===== config.mk =====
export PLATFORM = sky130hd
export DESIGN_NAME = hov_mem_loader
export DESIGN_NICKNAME = d
export VERILOG_FILES = /design/src/rtl/hov_pkg.sv /design/src/rtl/hov_quiet_timer.sv /design/src/rtl/hov_mem_loader.sv
export SDC_FILE = /design/constraint.sdc
export NUM_CORES = 1
export LEC_CHECK = 0
export CAP_MARGIN = 20
export CORE_MARGIN = 8
export CORE_UTILIZATION = 45
export DETAILED_ROUTE_END_ITERATION = 10
export PLACE_DENSITY_LB_ADDON = 0.12
export SETUP_SLACK_MARGIN = 0.15
export SLEW_MARGIN = 20
export SYNTH_ARGS = -nofsm -noshare
export SYNTH_HDL_FRONTEND = slang
export SYNTH_HIERARCHICAL = 1
export SYNTH_SLANG_ARGS = --single-unit

===== constraint.sdc =====
create_clock -name clk -period 7.1 [get_ports clk]
set_clock_uncertainty 0.05 [all_clocks]
set_input_delay 1.065 -clock clk [delete_from_list [all_inputs] [get_ports clk]]
set_output_delay 1.065 -clock clk [all_outputs]
set_load 0.05 [all_outputs]

===== src/rtl/hov_pkg.sv =====
// hov_pkg: shared types and default widths for the memory loader.
package hov_pkg;
  localparam int DEF_PROG_AW = 8;
  localparam int DEF_IN_AW = 13;
  localparam int DEF_IN_DW = 12;
  typedef enum logic [1:0] {HOLD, RUN, LOAD, SETTLE} state_t;
  typedef enum logic [1:0] {TGT_NONE, TGT_PROG, TGT_IN1, TGT_IN2} tgt_t;
endpackage


===== src/rtl/hov_quiet_timer.sv =====
// hov_quiet_timer: counts idle cycles in SETTLE; done on the last quiet cycle.
module hov_quiet_timer #(
  parameter int QUIET_CYCLES = 1024
) (
  input  logic clk,
  input  logic rst_n,
  input  logic clr,
  input  logic en,
  output logic done
);
  localparam int W = QUIET_CYCLES > 1 ? $clog2(QUIET_CYCLES) : 1;
  logic [W-1:0] cnt;
  always_ff @(posedge clk)
    if (!rst_n || clr) cnt <= '0;
    else if (en) cnt <= cnt + W'(1);
  assign done = cnt == W'(QUIET_CYCLES - 1);
endmodule


===== src/rtl/hov_mem_loader.sv =====
// hov_mem_loader: turns register-interface commits into one-cycle RAM write strobes and holds the CPU until the bus settles.
// Define HOV_LOADER_CHECKSUM_EN to add load_checksum, a running sum of every written word.
module hov_mem_loader
  import hov_pkg::*;
#(
  parameter int PROG_AW = DEF_PROG_AW,
  parameter int IN_AW = DEF_IN_AW,
  parameter int IN_DW = DEF_IN_DW,
  parameter int QUIET_CYCLES = 1024,
  parameter int CNT_W = 16
) (
  input  logic clk,
  input  logic rst_n,
  input  logic program_set,
  input  logic input1_set,
  input  logic input2_set,
  input  logic [PROG_AW-1:0] program_addr,
  input  logic [31:0] program_data,
  input  logic [IN_AW-1:0] input_addr,
  input  logic [IN_DW-1:0] input_data,
  input  logic run_req,
  output logic prog_we,
  output logic [PROG_AW-1:0] prog_waddr,
  output logic [31:0] prog_wdata,
  output logic in1_we,
  output logic in2_we,
  output logic [IN_AW-1:0] in_waddr,
  output logic [IN_DW-1:0] in_wdata,
  output logic cpu_hold,
  output logic busy,
  output logic [CNT_W-1:0] load_count
`ifdef HOV_LOADER_CHECKSUM_EN
  ,
  output logic [31:0] load_checksum
`endif
);
  localparam int TAW = PROG_AW > IN_AW ? PROG_AW : IN_AW;
  logic [2:0] sets, sets_d;
  logic [PROG_AW-1:0] r_prog_addr;
  logic [31:0] r_prog_data;
  logic [IN_AW-1:0] r_in_addr;
  logic [IN_DW-1:0] r_in_data;
  tgt_t tgt, last_tgt;
  logic [TAW-1:0] cur_addr, last_addr;
  logic [31:0] cur_data, last_data;
  logic last_valid, wr, anyset, done;
  state_t state, state_nx;

  always_ff @(posedge clk)
    if (!rst_n) begin
      sets <= '0;
      sets_d <= '0;
      r_prog_addr <= '0;
      r_prog_data <= '0;
      r_in_addr <= '0;
      r_in_data <= '0;
    end else begin
      sets <= {program_set, input1_set, input2_set};
      sets_d <= sets;
      r_prog_addr <= program_addr;
      r_prog_data <= program_data;
      r_in_addr <= input_addr;
      r_in_data <= input_data;
    end

  assign anyset = |sets;

  // a write fires only when the committed tuple is new since the last write
  always_comb begin
    tgt = sets[2] ? TGT_PROG : sets[1] ? TGT_IN1 : sets[0] ? TGT_IN2 : TGT_NONE;
    cur_addr = tgt == TGT_PROG ? TAW'(r_prog_addr) : TAW'(r_in_addr);
    cur_data = tgt == TGT_PROG ? r_prog_data : 32'(r_in_data);
    wr = tgt != TGT_NONE &&
         (!last_valid || tgt != last_tgt || cur_addr != last_addr || cur_data != last_data);
  end

  always_comb begin
    state_nx = state;
    case (state)
      HOLD:    state_nx = anyset ? LOAD : run_req ? RUN : HOLD;
      RUN:     state_nx = anyset ? LOAD : !run_req ? HOLD : RUN;
      LOAD:    state_nx = anyset ? LOAD : SETTLE;
      default: state_nx = anyset ? LOAD : !done ? SETTLE : run_req ? RUN : HOLD;
    endcase
  end

  hov_quiet_timer #(.QUIET_CYCLES(QUIET_CYCLES)) u_timer (
    .clk(clk),
    .rst_n(rst_n),
    .clr(state != SETTLE || anyset),
    .en(state == SETTLE),
    .done(done)
  );

  always_ff @(posedge clk)
    if (!rst_n) begin
      state <= HOLD;
      cpu_hold <= 1'b1;
      busy <= 1'b0;
      prog_we <= 1'b0;
      in1_we <= 1'b0;
      in2_we <= 1'b0;
      prog_waddr <= '0;
      prog_wdata <= '0;
      in_waddr <= '0;
      in_wdata <= '0;
      last_valid <= 1'b0;
      last_tgt <= TGT_NONE;
      last_addr <= '0;
      last_data <= '0;
      load_count <= '0;
    end else begin
      state <= state_nx;
      cpu_hold <= state_nx != RUN;
      busy <= state_nx == LOAD || state_nx == SETTLE;
      prog_we <= wr && tgt == TGT_PROG;
      in1_we <= wr && tgt == TGT_IN1;
      in2_we <= wr && tgt == TGT_IN2;
      if (wr && tgt == TGT_PROG) begin
        prog_waddr <= r_prog_addr;
        prog_wdata <= r_prog_data;
      end
      if (wr && tgt != TGT_PROG) begin
        in_waddr <= r_in_addr;
        in_wdata <= r_in_data;
      end
      // any set dropping forgets the last tuple so an identical re-commit is rewritten
      if (wr) begin
        last_valid <= 1'b1;
        last_tgt <= tgt;
        last_addr <= cur_addr;
        last_data <= cur_data;
      end else if (|(sets_d & ~sets)) last_valid <= 1'b0;
      if (wr && !(&load_count)) load_count <= load_count + CNT_W'(1);
    end

`ifdef HOV_LOADER_CHECKSUM_EN
  always_ff @(posedge clk)
    if (!rst_n) load_checksum <= '0;
    else if (wr) load_checksum <= load_checksum + cur_data;
`endif
endmodule


After elaboration in Yosys (flattened, before gate mapping)
Cells that the tools add are included.
Storage, ports and cells
  flip-flop bits (word level): 217
  input bits: 71
  output and inout bits: 86
  word-level logic and storage cells: 76
Cells by class
  add/subtract/negate cells: 2
  equality and inequality tests: 15
  multiplexer cells: 13
  bitwise gates (word level): 2
  reduce and logical (&&, ||, !) cells: 22
Operators by type and width (number)
  32-bit 2-to-1 mux: 1
  32-bit inequality test: 1
  16-bit by 1-bit adder with 16-bit output (second input constant): 1
  16-bit AND reduction: 1
  13-bit 2-to-1 mux: 1
  13-bit inequality test: 1
  2-bit equality test (second input constant): 6
  2-bit 2-to-1 mux: 6
  10-bit by 1-bit adder with 10-bit output (second input constant): 1
  10-bit equality test (second input constant): 1
  1-bit logical AND: 6
  1-bit logical OR: 6
  3-bit OR reduction: 2
  2-bit by 1-bit equality test with 1-bit output (second input constant): 2
  1-bit 2-to-1 mux: 4
  2-bit by 1-bit inequality test with 1-bit output (second input constant): 2
  2-bit case mux with 2 select lines: 1
  2-bit nonzero test: 2
  3-bit bitwise AND: 1
  1-bit logical NOT: 3
  3-bit inverter: 1
  2-bit logical NOT: 1
  2-bit inequality test: 1
  2-bit inequality test (second input constant): 1
  2-bit OR reduction: 1

Depth between registers and ports, before layout
Gate-level depths: netlist of run 1.
  word-level depth: 10
  depth in mapped cells: 13

Cells and area by module
Netlist of run 1, hierarchy kept.
Modules (own cells, without submodules)
  hov_mem_loader: times used 1, cells an instance 866, area each 8119.0 µm², sequential area each 4124.0 µm²
  hov_quiet_timer: times used 1, cells an instance 50, area each 454.2 µm², sequential area each 200.2 µm²

Least setup slack after synthesis of run 1
Ideal clock, no wire load.
  path kind: register -> register
  start point: reg sets[2]
  end point: reg prog_waddr[7]
  arrival time: 2.205 ns
  slack: 4.773 ns
  cell stages (with the launch flop): 12
  buffers on the path: 3
  cell sequence: dfxtp_1 > buf_6 > mux2i_1 > xnor2_1 > nor3_2 > o2111ai_1 > nor4_2 > and2_1 > nand2b_1 > buf_6 > buf_6 > mux2i_1
Between the ends
  word-level cells in the longest chain between the ends: 8
  elaborated cells between the ends (all ways): 13
  classes of those cells: eq/ne: 4; mux: 3; reduce/logical: 6
RTL lines
  from (decl): RTL line hov_mem_loader.sv:38  | logic [2:0] sets, sets_d;
  from (signal assigned): RTL line hov_mem_loader.sv:58  | sets <= {program_set, input1_set, input2_set};
  2-bit 2-to-1 mux *: RTL line hov_mem_loader.sv:70  | tgt = sets[2] ? TGT_PROG : sets[1] ? TGT_IN1 : sets[0] ? TGT_IN2 : TGT_NONE;
  2-bit by 1-bit equality test with 1-bit output: RTL line hov_mem_loader.sv:71, hov_mem_loader.sv:72, hov_mem_loader.sv:119
  13-bit 2-to-1 mux: RTL line hov_mem_loader.sv:71  | cur_addr = tgt == TGT_PROG ? TAW'(r_prog_addr) : TAW'(r_in_addr);
  13-bit inequality test: RTL line hov_mem_loader.sv:74  | (!last_valid || tgt != last_tgt || cur_addr != last_addr || cur_data != last_data);
  1-bit logical OR (2 in a row): RTL line hov_mem_loader.sv:74
  1-bit logical AND: RTL line hov_mem_loader.sv:73  | wr = tgt != TGT_NONE &&
  1-bit logical AND *: RTL line hov_mem_loader.sv:119  | if (wr && tgt == TGT_PROG) begin
  to (signal assigned): RTL line hov_mem_loader.sv:120  | prog_waddr <= r_prog_addr;
  to (decl): RTL line hov_mem_loader.sv:23  | output logic [PROG_AW-1:0] prog_waddr,
Every way passes the cells marked *; elsewhere a longest branch is shown, timed or not.
A chain may end at the register's enable or synchronous reset.

Worst setup path in the final report of run 1
  start point: reg sets[2]
  end point: reg last_data[31]
Between the ends
  word-level cells in the longest chain between the ends: 7
  elaborated cells between the ends (all ways): 12
  classes of those cells: eq/ne: 4; mux: 3; reduce/logical: 5
RTL lines
  2-bit 2-to-1 mux *: RTL line hov_mem_loader.sv:70
  2-bit by 1-bit equality test with 1-bit output: RTL line hov_mem_loader.sv:71, hov_mem_loader.sv:72
  13-bit 2-to-1 mux: RTL line hov_mem_loader.sv:71
  13-bit inequality test: RTL line hov_mem_loader.sv:74
  1-bit logical OR (2 in a row): RTL line hov_mem_loader.sv:74
  1-bit logical AND: RTL line hov_mem_loader.sv:73
  to (signal assigned): RTL line hov_mem_loader.sv:132  | last_data <= cur_data;
  to (decl): RTL line hov_mem_loader.sv:45  | logic [31:0] cur_data, last_data;
Marks and branches as above.

==> impl_metrics.env, run 1 <==
export IMPL_status="finished, final reports clean"
export IMPL_ys_seq_area_share_pct=50.44
export IMPL_yosysTopAreaCell="dfxtp_1"
export IMPL_synth_area_leaders="dfxtp_1 (50%), mux2i_1 (11%), nand2_1 (8.2%)"
export IMPL_postCtsHoldBufs=0
export IMPL_hpwl_um=13540
export IMPL_fp_dieW_um=154.0
export IMPL_power_internal_mw=2.118
export IMPL_regArea_um2=4325
export IMPL_drc=0
export IMPL_nFillCells=1660
export IMPL_timing_fmax_mhz=237.5
export IMPL_htreeDepth=1
export IMPL_cts_resized_gates=0
export IMPL_async_flop_share_pct=0
export IMPL_seqPwrFrac_pct=46.6
export IMPL_start_util_pct=45.83
export IMPL_synth_mux_area_share_pct=11.21
export IMPL_syn_inst=916
export IMPL_synth_seq_cells=216
export IMPL_grt_usage_pct=16.48
export IMPL_final_cell_mix="dfxtp_1 (215), nand2_1 (187), clkdlybuf4s50_1 (155), mux2i_1 (96), and2_1 (74)"
export IMPL_yosys_warnings=6
export IMPL_p_clk_share_pct=42.5
export IMPL_critical_path_top_delay_family="simple AND/OR/NAND/NOR gates"
export IMPL_clkSinkCount=216
export IMPL_maxCapViolations=0
export IMPL_power_switching_uw=684.3
export IMPL_die_area_um2=23720
export IMPL_relSlewSlack_pct=33.58
export IMPL_synth_area_per_cell_um2=9.359
export IMPL_synth_cell_types=53
export IMPL_cts_tree="built"
export IMPL_cp_slowest_stage_delay_ns=0.85
export IMPL_crit_fanout=61
export IMPL_wl_per_cell_um=15.35
export IMPL_synth_edf_count=0
export IMPL_cp_required_ns=7.39
export IMPL_hold_path_class="reg2reg"
export IMPL_overflow=0
export IMPL_path_cells="buf_4, mux2i_1, xnor2_1, nor3_2, o2111ai_1, nor4_2, and2_1, nand2b_4, o22ai_1"
export IMPL_finalWirelength_um=19870
export IMPL_route_vias_total=6566
export IMPL_clock_latency_ns=0.50
export IMPL_multiInputGateArea_um2=3926
export IMPL_num_rows=50
export IMPL_cp_end_kind="flop"
export IMPL_p_leak_nw=4.326
export IMPL_synthXorXnorAreaFrac_pct=3.371
export IMPL_diodes=0
export IMPL_drtIter0Drc=307
export IMPL_tightest_slew_ns=0.9962
export IMPL_nets=1119
export IMPL_via_per_inst=5.070
export IMPL_r2r_slack_ns=2.89
export IMPL_pin_count=157
export IMPL_netlist_area_leader_share_pct=50.44
export IMPL_arrival_ns=4.50
export IMPL_ir_drop_uv=222.8
export IMPL_drt_pass1_iter_count=5
export IMPL_hold_violations=0
export IMPL_powerDensity_nw_per_um2=255.3
export IMPL_final_util_pct=58.68
export IMPL_final_common_cell="dfxtp_1"
export IMPL_rsz0062_at_grt="no"
export IMPL_slowest_stage="nand2b_4"
export IMPL_finalCriticalPeriod_ns=4.210
export IMPL_final_layout_size_suffix_gt1_share_pct=4.995
export IMPL_clk_root_buffer_cell="clkbuf_16"
export IMPL_criticalPathCategory="reg2reg"
export IMPL_grt_antenna_before_repair=1
export IMPL_finalSetupViolations=0
export IMPL_synthAdderAreaFrac_pct=0.2919
export IMPL_syn2layout_area_growth_pct=28.02
export IMPL_port_buffers=156
export IMPL_fp_dieH_um=154.0
export IMPL_yosys_area_share_simple_pct=22.40
export IMPL_synthFlopType="dfxtp_1"
export IMPL_critPathLaunchType="flop"
export IMPL_synth_compound_area_share_pct=8.217
export IMPL_design_core_area_um2=18710
export IMPL_finalMaxSlewViolations=0
export IMPL_grt_pass1_wl_um=32750
export IMPL_synth_top_family_by_area="simple AND/OR/NAND/NOR gates"
export IMPL_clk_pin_slew_ns=0.06
export IMPL_sw_frac_of_total_pct=24.42
export IMPL_grt_pass1_vias=6429
export IMPL_grt_max_degree=94
export IMPL_numCtsBuffers=23
export IMPL_netlist_area_um2=8573
export IMPL_combPwrFrac_pct=10.9
export IMPL_cts_setup_buffers=0
export IMPL_syn_nets=989
export IMPL_period_share_pct=59.30
export IMPL_drtAntennaViolNets=0
export IMPL_clockBufferDepth=3
export IMPL_place_gp_congestion=0.7795
export IMPL_setup_tns_final_ns=0
export IMPL_cp_num_buf_inv=1
worst register-to-register path, delay by kind of cell (launching register included):
kind            cells  cell delay (ns)
buf+inv             1             0.48
xor+xnor            1             0.11
compound gates      2             0.40
simple gates        4             1.96
mux                 1             0.34
flops               1             0.71
per-stage QoR:
| stage | setup slack (ns) | hold WS, ns | std cells | area [um^2] | power, mW |
|---|---|---|---|---|---|
| after global placement | 3.016 | 0.3928 | 1254 | 10190 | 1.638 |
| final | 2.890 | 0.4027 | 1295 | 10980 | 2.802 |
| after CTS | 2.856 | 0.4056 | 1294 | 10950 | 2.833 |
| after floorplan | 4.773 | 0.3841 | 916 | 8573 | 1.530 |
| after detailed placement | 2.868 | 0.3976 | 1254 | 10190 | 1.640 |
| after global routing | 2.537 | 0.4264 | 1295 | 10980 | 2.913 |
cell type report:
type                       instances  share of cell area, %
tap                              234                  2.668
clock buffer                      32                  6.008
sequential                       216                  39.41
inverter                          11                 0.3762
multi-input combinational        631                  35.77
clock inverter                     8                 0.8664
timing repair buffer             163                  14.90
flip-flops by register name, summed over array words and instances (netlist names):
name         count
sets             3
r_prog_data     32
in2_we           1
state            1
last_tgt         2
last_addr       13
sets_d           3
u_timer/cnt     10
prog_we          1
prog_wdata      32
r_in_data       12
in_waddr        13
r_prog_addr      8
r_in_addr       13
busy             1
last_valid       1
load_count      16
cpu_hold         1
prog_waddr       8
in1_we           1
in_wdata        12
last_data       32
cell usage after synthesis (3+ instances only):
library cell	number
clkbuf_1	33
or3_1	8
a21oi_1	19
xor2_1	21
and4_1	3
xnor2_1	12
mux2i_1	96
a22oi_1	3
a211oi_1	21
nor4_1	5
or4_1	3
nand2b_1	17
and2_1	74
o22ai_1	27
buf_4	6
nor3_1	6
inv_1	11
nor2b_1	3
and3_1	10
dfxtp_1	216
buf_6	7
nand2_1	187
nand3_1	14
buf_2	10
nor4bb_1	3
a31oi_1	3
nor2_1	37
nand4_1	11
o21ai_0	18
per-layer routing:
layer	vias to the layer above	wire length, um	track usage [%]
met5	-	13	0
met4	2	425	4.386
met3	35	1029	3.952
met2	130	9488	27.95
met1	3021	8915	20.53
li1	3378	-	-
final timing paths:
path	from	to	cells past startpoint
worst min register to register	r_prog_data[2]$_SDFF_PN0_	prog_wdata[2]$_SDFFE_PN0P_	2
worst max register to register	sets[2]$_SDFF_PN0_	last_data[31]$_SDFFE_PN0P_	9
worst min-delay path	r_prog_data[2]$_SDFF_PN0_	prog_wdata[2]$_SDFFE_PN0P_	2
worst max-delay path	sets[2]$_SDFF_PN0_	last_data[31]$_SDFFE_PN0P_	9
cells by family after synthesis:
logic type               count (synthesis)
adder cells (fa/ha/maj)                  2
multiplexers                            96
AO/OA/AOI/OAI                          109
AND/OR/NAND/NOR                        391
flip-flops                             216
XOR/XNOR                                33
buffers and inverters                   69
power by group through the flow:
stage | logic, mW | registers (mW) | clock network (mW)
3_3_place_gp | 0.305 | 1.33 | 0
2_1_floorplan | 0.156 | 1.37 | 0
3_5_place_dp | 0.307 | 1.33 | 0
6_report | 0.306 | 1.31 | 1.19
4_1_cts | 0.308 | 1.31 | 1.22
5_1_grt | 0.333 | 1.31 | 1.27
(Power assumes the default switching activity.)
==> inputs of run 2 (changes only) <==
==> constraint.sdc (replaced) <==
create_clock -name clk -period 3.9 [get_ports clk]
set_clock_uncertainty 0.05 [all_clocks]
set_input_delay 0.585 -clock clk [delete_from_list [all_inputs] [get_ports clk]]
set_output_delay 0.585 -clock clk [all_outputs]
set_load 0.05 [all_outputs]
==> impl_metrics.env, run 2 (synthesis gave the netlist of run 1 again) <==
export IMPL_status="finished, final reports clean"
export IMPL_clock_latency_ns=0.50
export IMPL_route_vias_total=6551
export IMPL_wl_met1_um=9092
export IMPL_drc=0
export IMPL_clk_root_buffer_cell="clkbuf_16"
export IMPL_wl_per_cell_um=15.41
export IMPL_design_core_area_um2=18710
export IMPL_final_cell_mix="dfxtp_1 (215), nand2_1 (187), clkdlybuf4s50_1 (155), mux2i_1 (96), and2_1 (74)"
export IMPL_powerDensity_nw_per_um2=467.6
export IMPL_path_cells="buf_4, mux2i_1, xnor2_1, nor3_2, o2111ai_1, nor4_2, and2_1, nand2b_4, buf_4, mux2i_1"
export IMPL_drt_pass1_iter_count=5
export IMPL_critical_path_top_delay_family="simple AND/OR/NAND/NOR gates"
export IMPL_p_leak_nw=4.371
export IMPL_clk_pin_slew_ns=0.06
export IMPL_fp_dieH_um=154.0
export IMPL_period_share_pct=86.48
export IMPL_cp_required_ns=4.27
export IMPL_clockBufferDepth=3
export IMPL_grt_antenna_before_repair=0
export IMPL_overflow=0
export IMPL_finalSetupViolations=0
export IMPL_grt_pass1_wl_um=32780
export IMPL_nets=1123
export IMPL_setup_tns_final_ns=0
export IMPL_cts_resized_gates=0
export IMPL_top_layer="met4"
export IMPL_clkSinkCount=216
export IMPL_cp_end_kind="flop"
export IMPL_wl_met3_um=1210
export IMPL_reg_top3="last_data: 32 flops, prog_wdata: 32 flops, r_prog_data: 32 flops"
export IMPL_place_ws_ns=0.5295
export IMPL_final_common_cell="dfxtp_1"
export IMPL_power_internal_mw=3.925
export IMPL_place_gp_congestion=0.7632
export IMPL_syn2layout_area_growth_pct=29.07
export IMPL_cts_setup_buffers=0
export IMPL_dr_wl_met2_um=9510
export IMPL_sw_frac_of_total_pct=24.15
export IMPL_diodes=0
export IMPL_port_buffers=156
export IMPL_p_clk_share_pct=43.2
export IMPL_critPathLaunchType="flop"
export IMPL_via_per_inst=5.039
export IMPL_rsz0062_at_grt="no"
export IMPL_num_rows=50
export IMPL_numCtsBuffers=23
export IMPL_maxCapViolations=0
export IMPL_seqPwrFrac_pct=46.0
export IMPL_arrival_ns=3.74
export IMPL_timing_fmax_mhz=296.5
export IMPL_pin_count=157
export IMPL_cts_tree="built"
export IMPL_relSlewSlack_pct=42.96
export IMPL_die_area_um2=23720
export IMPL_ir_drop_uv=328.1
export IMPL_crit_fanout=35
export IMPL_criticalPathCategory="reg2reg"
export IMPL_htreeDepth=1
export IMPL_postCtsHoldBufs=0
export IMPL_slowest_stage="dfxtp_2"
export IMPL_hpwl_um=13790
export IMPL_combPwrFrac_pct=10.9
export IMPL_drtIter0Drc=391
export IMPL_grt_max_degree=213
export IMPL_hold_violations=0
export IMPL_grt_usage_pct=16.46
export IMPL_finalCriticalPeriod_ns=3.373
export IMPL_drtAntennaViolNets=0
export IMPL_final_layout_size_suffix_gt1_share_pct=5.629
export IMPL_cp_num_buf_inv=2
export IMPL_hold_path_class="reg2reg"
export IMPL_finalMaxSlewViolations=0
export IMPL_tightest_slew_ns=0.8556
export IMPL_fin_ws_ns=0.5271
export IMPL_start_util_pct=45.83
export IMPL_power_switching_mw=1.250
export IMPL_finalWirelength_um=20030
export IMPL_fp_dieW_um=154.0
export IMPL_cp_slowest_stage_delay_ns=0.61
export IMPL_grt_pass1_vias=6511
-- run 2: changes by cell type in the layout (fill, tap and decap cells not counted) --
cell / delta
buf_12: +2
buf_4: +2
bufinv_16: +1
clkbuf_1: -2
clkinv_2: +1
clkinvlp_4: +1
-- run 2: layout make-up --
class / count / area, um^2
repair buffers: 167 / 1690
multi-input cells: 631 / 3926
clock inverters: 11 / 137.6
fillers: 1647 / 7640
clock buffers: 30 / 651.9
inverters: 11 / 41.29
well taps: 234 / 292.8
flip-flops and latches: 216 / 4325
-- run 2: routing by layer --
layer,vias to the layer above,track usage (%)
met3,19,4.092
met1,3007,20.39
met5,-,0
met2,140,28.56
met4,0,3.080
li1,3385,-
-- run 2: power by group through the flow --
| stage | combinational, mW | sequential [mW] | clock [mW] |
|---|---|---|---|
| floorplan | 0.283 | 2.50 | 0 |
| global placement | 0.558 | 2.43 | 0 |
| detailed placement | 0.567 | 2.43 | 0 |
| CTS | 0.569 | 2.38 | 2.30 |
| global route | 0.612 | 2.39 | 2.40 |
| finish | 0.562 | 2.38 | 2.23 |
-- run 2: worst paths after layout --
kind / cells past startpoint / end / slack [ns] / startpoint
worst min-delay path: 2 / prog_wdata[11]$_SDFFE_PN0P_ / 0.40 / r_prog_data[11]$_SDFF_PN0_
worst min register to register: 2 / prog_wdata[11]$_SDFFE_PN0P_ / 0.40 / r_prog_data[11]$_SDFF_PN0_
worst max-delay path: 10 / prog_wdata[19]$_SDFFE_PN0P_ / 0.53 / sets[2]$_SDFF_PN0_
worst max register to register: 10 / prog_wdata[19]$_SDFFE_PN0P_ / 0.53 / sets[2]$_SDFF_PN0_
-- run 2: worst min-delay path, stage by stage, from the launching register on --
cell     delay [ns]
dfxtp_1        0.31
nand2_1        0.05
mux2i_1        0.05
-- run 2: per-stage QoR --
step	hold WS, ns	total power, mW	utilization, %	area (um^2)	instances
CTS	0.3946	5.250	59.16	11070	1300
global route	0.4198	5.398	59.16	11070	1300
finish	0.4028	5.174	59.16	11070	1300
global placement	0.3923	2.985	54.79	10250	1258
floorplan	0.3841	2.786	-	8573	916
detailed placement	0.3985	2.994	54.94	10280	1259
==> variant 1 (config.mk and constraints of run 2) <==
Change the package constant `DEF_PROG_AW` from 8 to 9.
--- a/src/rtl/hov_pkg.sv
+++ b/src/rtl/hov_pkg.sv
@@ -1,6 +1,6 @@
 // hov_pkg: shared types and default widths for the memory loader.
 package hov_pkg;
-  localparam int DEF_PROG_AW = 8;
+  localparam int DEF_PROG_AW = 9;
   localparam int DEF_IN_AW = 13;
   localparam int DEF_IN_DW = 12;
   typedef enum logic [1:0] {HOLD, RUN, LOAD, SETTLE} state_t;
Interface: changed (resized prog_waddr and program_addr); port bits go from 157 to 159. The function was not compared with the original's and may differ.
==> variant 1 against run 2 <==
- cell area decreased by 0.44%
- clock power decreased by 4%
- sequential cell count increased by 2
- first-iteration DRC count decreased by 2.3%
- power decreased by 1.2%
- routed wire length increased by 1.3%
- setup slack got worse by 21 ps
- area after synthesis increased by 0.29%
==> variant 1: results (changes against run 2) <==
• 9490 um — Routed met1 length, was 9090 um
• 411 ps — worst hold margin, was 403 ps
• 0.0644 — ratio of cells with drive above 1 in the final layout, was 0.0563
• 1637 — number of fillers in the final layout, was 1647
• 0.0690 — proportion of synthesized area in mux cells, was 0.112
• 20300 um — sum of routed wire length over all layers, was 20000 um
• 10300 um^2 — placed inst area, about the same
• in_wdata[3]$_SDFFE_PN0P_ — terminus of the critical flop-to-flop path, was prog_wdata[19]$_SDFFE_PN0P_
• 23 — CP max FO, was 35
• 33300 um — first-pass GRT wire length, was 32800 um
• sky130_fd_sc_hd__dfxtp_1 (51%), sky130_fd_sc_hd__mux2i_1 (6.3%), sky130_fd_sc_hd__nand2_1 (6.2%), sky130_fd_sc_hd__and2_1 (5.3%), sky130_fd_sc_hd__nand3_1 (3.3%) — top post-synthesis cells by area, was sky130_fd_sc_hd__dfxtp_1 (50%), sky130_fd_sc_hd__mux2i_1 (11%), sky130_fd_sc_hd__nand2_1 (8.2%), sky130_fd_sc_hd__and2_1 (5.4%), sky130_fd_sc_hd__xor2_1 (2.1%)
• 382 — Iter 0 DRT Violations, was 391
• 281 uV — worst ir drop on vdd, was 328 uV
• 1003 — Net Count, Synth, was 989
• 126 — maximum number of pins on one net before global-route repair, was 213
• 6696 — Via Count, was 6551
• in_waddr[10]$_SDFFE_PN0P_ — Hold Path End, was prog_wdata[11]$_SDFFE_PN0P_
• 0.0482 — global routing usage on met3, was 0.0409
• 1134 — number of nets in the finished design, was 1123
• 0.508 — sequential share of the synthesized area, was 0.504
• 0.118 — compound-gate portion of the synthesized area, was 0.0822
• in_waddr[10]$_SDFFE_PN0P_ — start point of the worst min-delay path, was r_prog_data[11]$_SDFF_PN0_
• 58 — number of distinct library cell variants in the gate-level netlist after synthesis, was 53
• 4.11 nW — static power due to leakage, was 4.37 nW
• 0.264 — met2 Resource Use GR, was 0.286
• 0.221 — met1 Resource Use GR, was 0.204
• 1400 um — wire length on met3, was 1210 um
• finished clean — run status, unchanged
• met4 — Highest Signal Layer, unchanged
• 0.167 — global-route usage over all layers, was 0.165
• 0.0336 — parity-gate share of the synthesized area counting xor and xnor cells, was 0.0337
• sky130_fd_sc_hd__dfxtp_1 (218), sky130_fd_sc_hd__nand2_1 (143), sky130_fd_sc_hd__and2_1 (73) — top cell types by occurrence after synthesis, was sky130_fd_sc_hd__dfxtp_1 (216), sky130_fd_sc_hd__nand2_1 (187), sky130_fd_sc_hd__mux2i_1 (96)
• 0 — Final Slew Violations, unchanged
• 0.00291 — Post-Synth Adder-Cell Area, was 0.00292
• 9120 um — wire length on met2, was 9510 um
• 3760 ps — Arrival @ worst endpoint, was 3740 ps
• 918 ps — pin slew with the least headroom to its limit, was 856 ps
• 6506 — number of global-route vias before repair, was 6511
• 510 ps — flop2flop setup slack, was 530 ps
• 0.769 — Final Wtd Congestion, was 0.763
• 14100 um — half-perimeter wire length of the detailed placement result, was 13800 um
• 590 ps — biggest cell delay along the critical path, was 610 ps
-- variant 1: cell count changes after synthesis, sizes merged, moves of 10 or more --
cell   before  now
nor2       37   50
o21ai      19   61
nand3      14   57
xor2       21   11
xnor2      12   22
mux2i      96   57
nand2     187  143
-- variant 1: where the power goes --
| part | internal (W) | switching, W |
|---|---|---|
| sequential | 0.00233 | 0.0000745 |
| combinational | 0.000250 | 0.000325 |
| clock | 0.00131 | 0.000833 |
-- variant 1: cell type report --
type	count	area, um^2	share of cell area
multi-input cells	640	3900	0.354
clock buffers	29	618	0.0561
clock inverters	7	110	0.00999
flip-flops and latches	218	4370	0.396
repair buffers	168	1700	0.154
inverters	9	33.8	0.00307
well taps	234	293	0.0266
-- variant 1: stage by stage --
step | power, W | setup slack [ps] | cells
global placement | 0.00303 | 616 | 1269
finish | 0.00511 | 506 | 1305
floorplan | 0.00282 | 1200 | 929
detailed placement | 0.00303 | 515 | 1269
CTS | 0.00517 | 495 | 1305
global route | 0.00533 | 259 | 1305
==> variant 2 (settings of run 2) <==
Without the edit above. The output `in1_we` loses its register stage (`in1_we` becomes a continuous assignment).
--- a/src/rtl/hov_mem_loader.sv
+++ b/src/rtl/hov_mem_loader.sv
@@ -98,7 +98,6 @@
       cpu_hold <= 1'b1;
       busy <= 1'b0;
       prog_we <= 1'b0;
-      in1_we <= 1'b0;
       in2_we <= 1'b0;
       prog_waddr <= '0;
       prog_wdata <= '0;
@@ -114,7 +113,6 @@
       cpu_hold <= state_nx != RUN;
       busy <= state_nx == LOAD || state_nx == SETTLE;
       prog_we <= wr && tgt == TGT_PROG;
-      in1_we <= wr && tgt == TGT_IN1;
       in2_we <= wr && tgt == TGT_IN2;
       if (wr && tgt == TGT_PROG) begin
         prog_waddr <= r_prog_addr;
@@ -134,6 +132,8 @@
       if (wr && !(&load_count)) load_count <= load_count + CNT_W'(1);
     end
 
+  assign in1_we = wr && tgt == TGT_IN1;
+
 `ifdef HOV_LOADER_CHECKSUM_EN
   always_ff @(posedge clk)
     if (!rst_n) load_checksum <= '0;
Behaviour: not the same (a bounded check fails within 4 cycles, from zero or initial values and one cycle with rst_n low).
==> variant 2 against run 2 <==
- cell area is 2.4% lower
- sequential share of layout area is 0.80 points higher
- critical path type is now reg -> out
- area after synthesis shrank 2.2%
- largest cell class unchanged
- register-to-register slack improved by 80 ps
- die area is 1.9% lower
- first-iteration DRC count decreased by 14%
- power is 4.7% lower
- cell count is 2.8% lower
- routed wire length grew 3.9%
- setup slack lost 210 ps
- sequential cell count fell by 1
==> variant 2: results (changes against run 2) <==
• finished clean — run status, unchanged
• 0.102 — ratio of cells with drive above 1 in the final layout, was 0.0563
• 10100 um^2 — placed inst area, was 10300 um^2
• 5 — buffer count from post-CTS setup fixing, was 0
• load_count[0]$_SDFFE_PN0P_ — terminus of the critical flop-to-flop path, was prog_wdata[19]$_SDFFE_PN0P_
• 280 uV — worst ir drop on vdd, was 328 uV
• 0.0328 — proportion of synthesized area in mux cells, was 0.112
• 0.480 — Flop pwr share, was 0.460
• 174 — Non-clock buffers, was 167
• 6686 — number of global-route vias before repair, was 6511
• 20800 um — sum of routed wire length over all layers, was 20000 um
• 5.29 — post-detailed-route via-to-cell ratio, was 5.04
• 0.399 — sequential fraction of total cell area, was 0.391
• 0.806 — Final Wtd Congestion, was 0.763
• 1350 um — wire length on met3, was 1210 um
• sky130_fd_sc_hd__dfxtp_1 (215), sky130_fd_sc_hd__nand2_1 (95), sky130_fd_sc_hd__and2_1 (71) — top cell types by occurrence after synthesis, was sky130_fd_sc_hd__dfxtp_1 (216), sky130_fd_sc_hd__nand2_1 (187), sky130_fd_sc_hd__mux2i_1 (96)
• 0.159 — final-layout non-clock buffer area share, was 0.153
• 0.174 — global-route usage over all layers, was 0.165
• 9330 um — Routed met1 length, was 9090 um
• 29 — count of clock-net buffers in the final layout, was 30
• prog_wdata[3]$_SDFFE_PN0P_ — start point of the worst min-delay path, was r_prog_data[11]$_SDFF_PN0_
• sky130_fd_sc_hd__dfxtp_4 — Critical Path Slowest Stage Cell, was sky130_fd_sc_hd__dfxtp_2
• 0.297 — met2 Resource Use GR, was 0.286
• 400 ps — biggest cell delay along the critical path, was 610 ps
• 0.215 — met1 Resource Use GR, was 0.204
• 1222 — post-placement cell count, was 1259
• 1040 ps — pin slew with the least headroom to its limit, was 856 ps
• prog_wdata[3]$_SDFFE_PN0P_ — Hold Path End, was prog_wdata[11]$_SDFFE_PN0P_
• 0.248 — net switching share of the total power, was 0.242
• 0.347 — fraction of area in multi-input gates, was 0.355
• 13 — number of signal-net inverters in the final layout, was 11
• 0.00200 W — Clk power, was 0.00223 W
• 1 — post-cts repair resize count, was 0
• 36 — CP max FO, was 35
[variant 2: changes by cell type in the layout (fill, tap and decap cells not counted), moves of 7 or more]
| cell | change |
|---|---|
| sky130_fd_sc_hd__a31o_1 | +10 |
| sky130_fd_sc_hd__a21oi_1 | +19 |
| sky130_fd_sc_hd__o21ai_0 | +16 |
| sky130_fd_sc_hd__nand2_1 | -92 |
| sky130_fd_sc_hd__o22ai_1 | -26 |
| sky130_fd_sc_hd__buf_4 | +9 |
| sky130_fd_sc_hd__nor2_1 | +7 |
| sky130_fd_sc_hd__nand3_1 | +28 |
| sky130_fd_sc_hd__mux2i_1 | -72 |
| sky130_fd_sc_hd__and3_1 | +11 |
| sky130_fd_sc_hd__a21boi_0 | +8 |
| sky130_fd_sc_hd__a31o_2 | +30 |
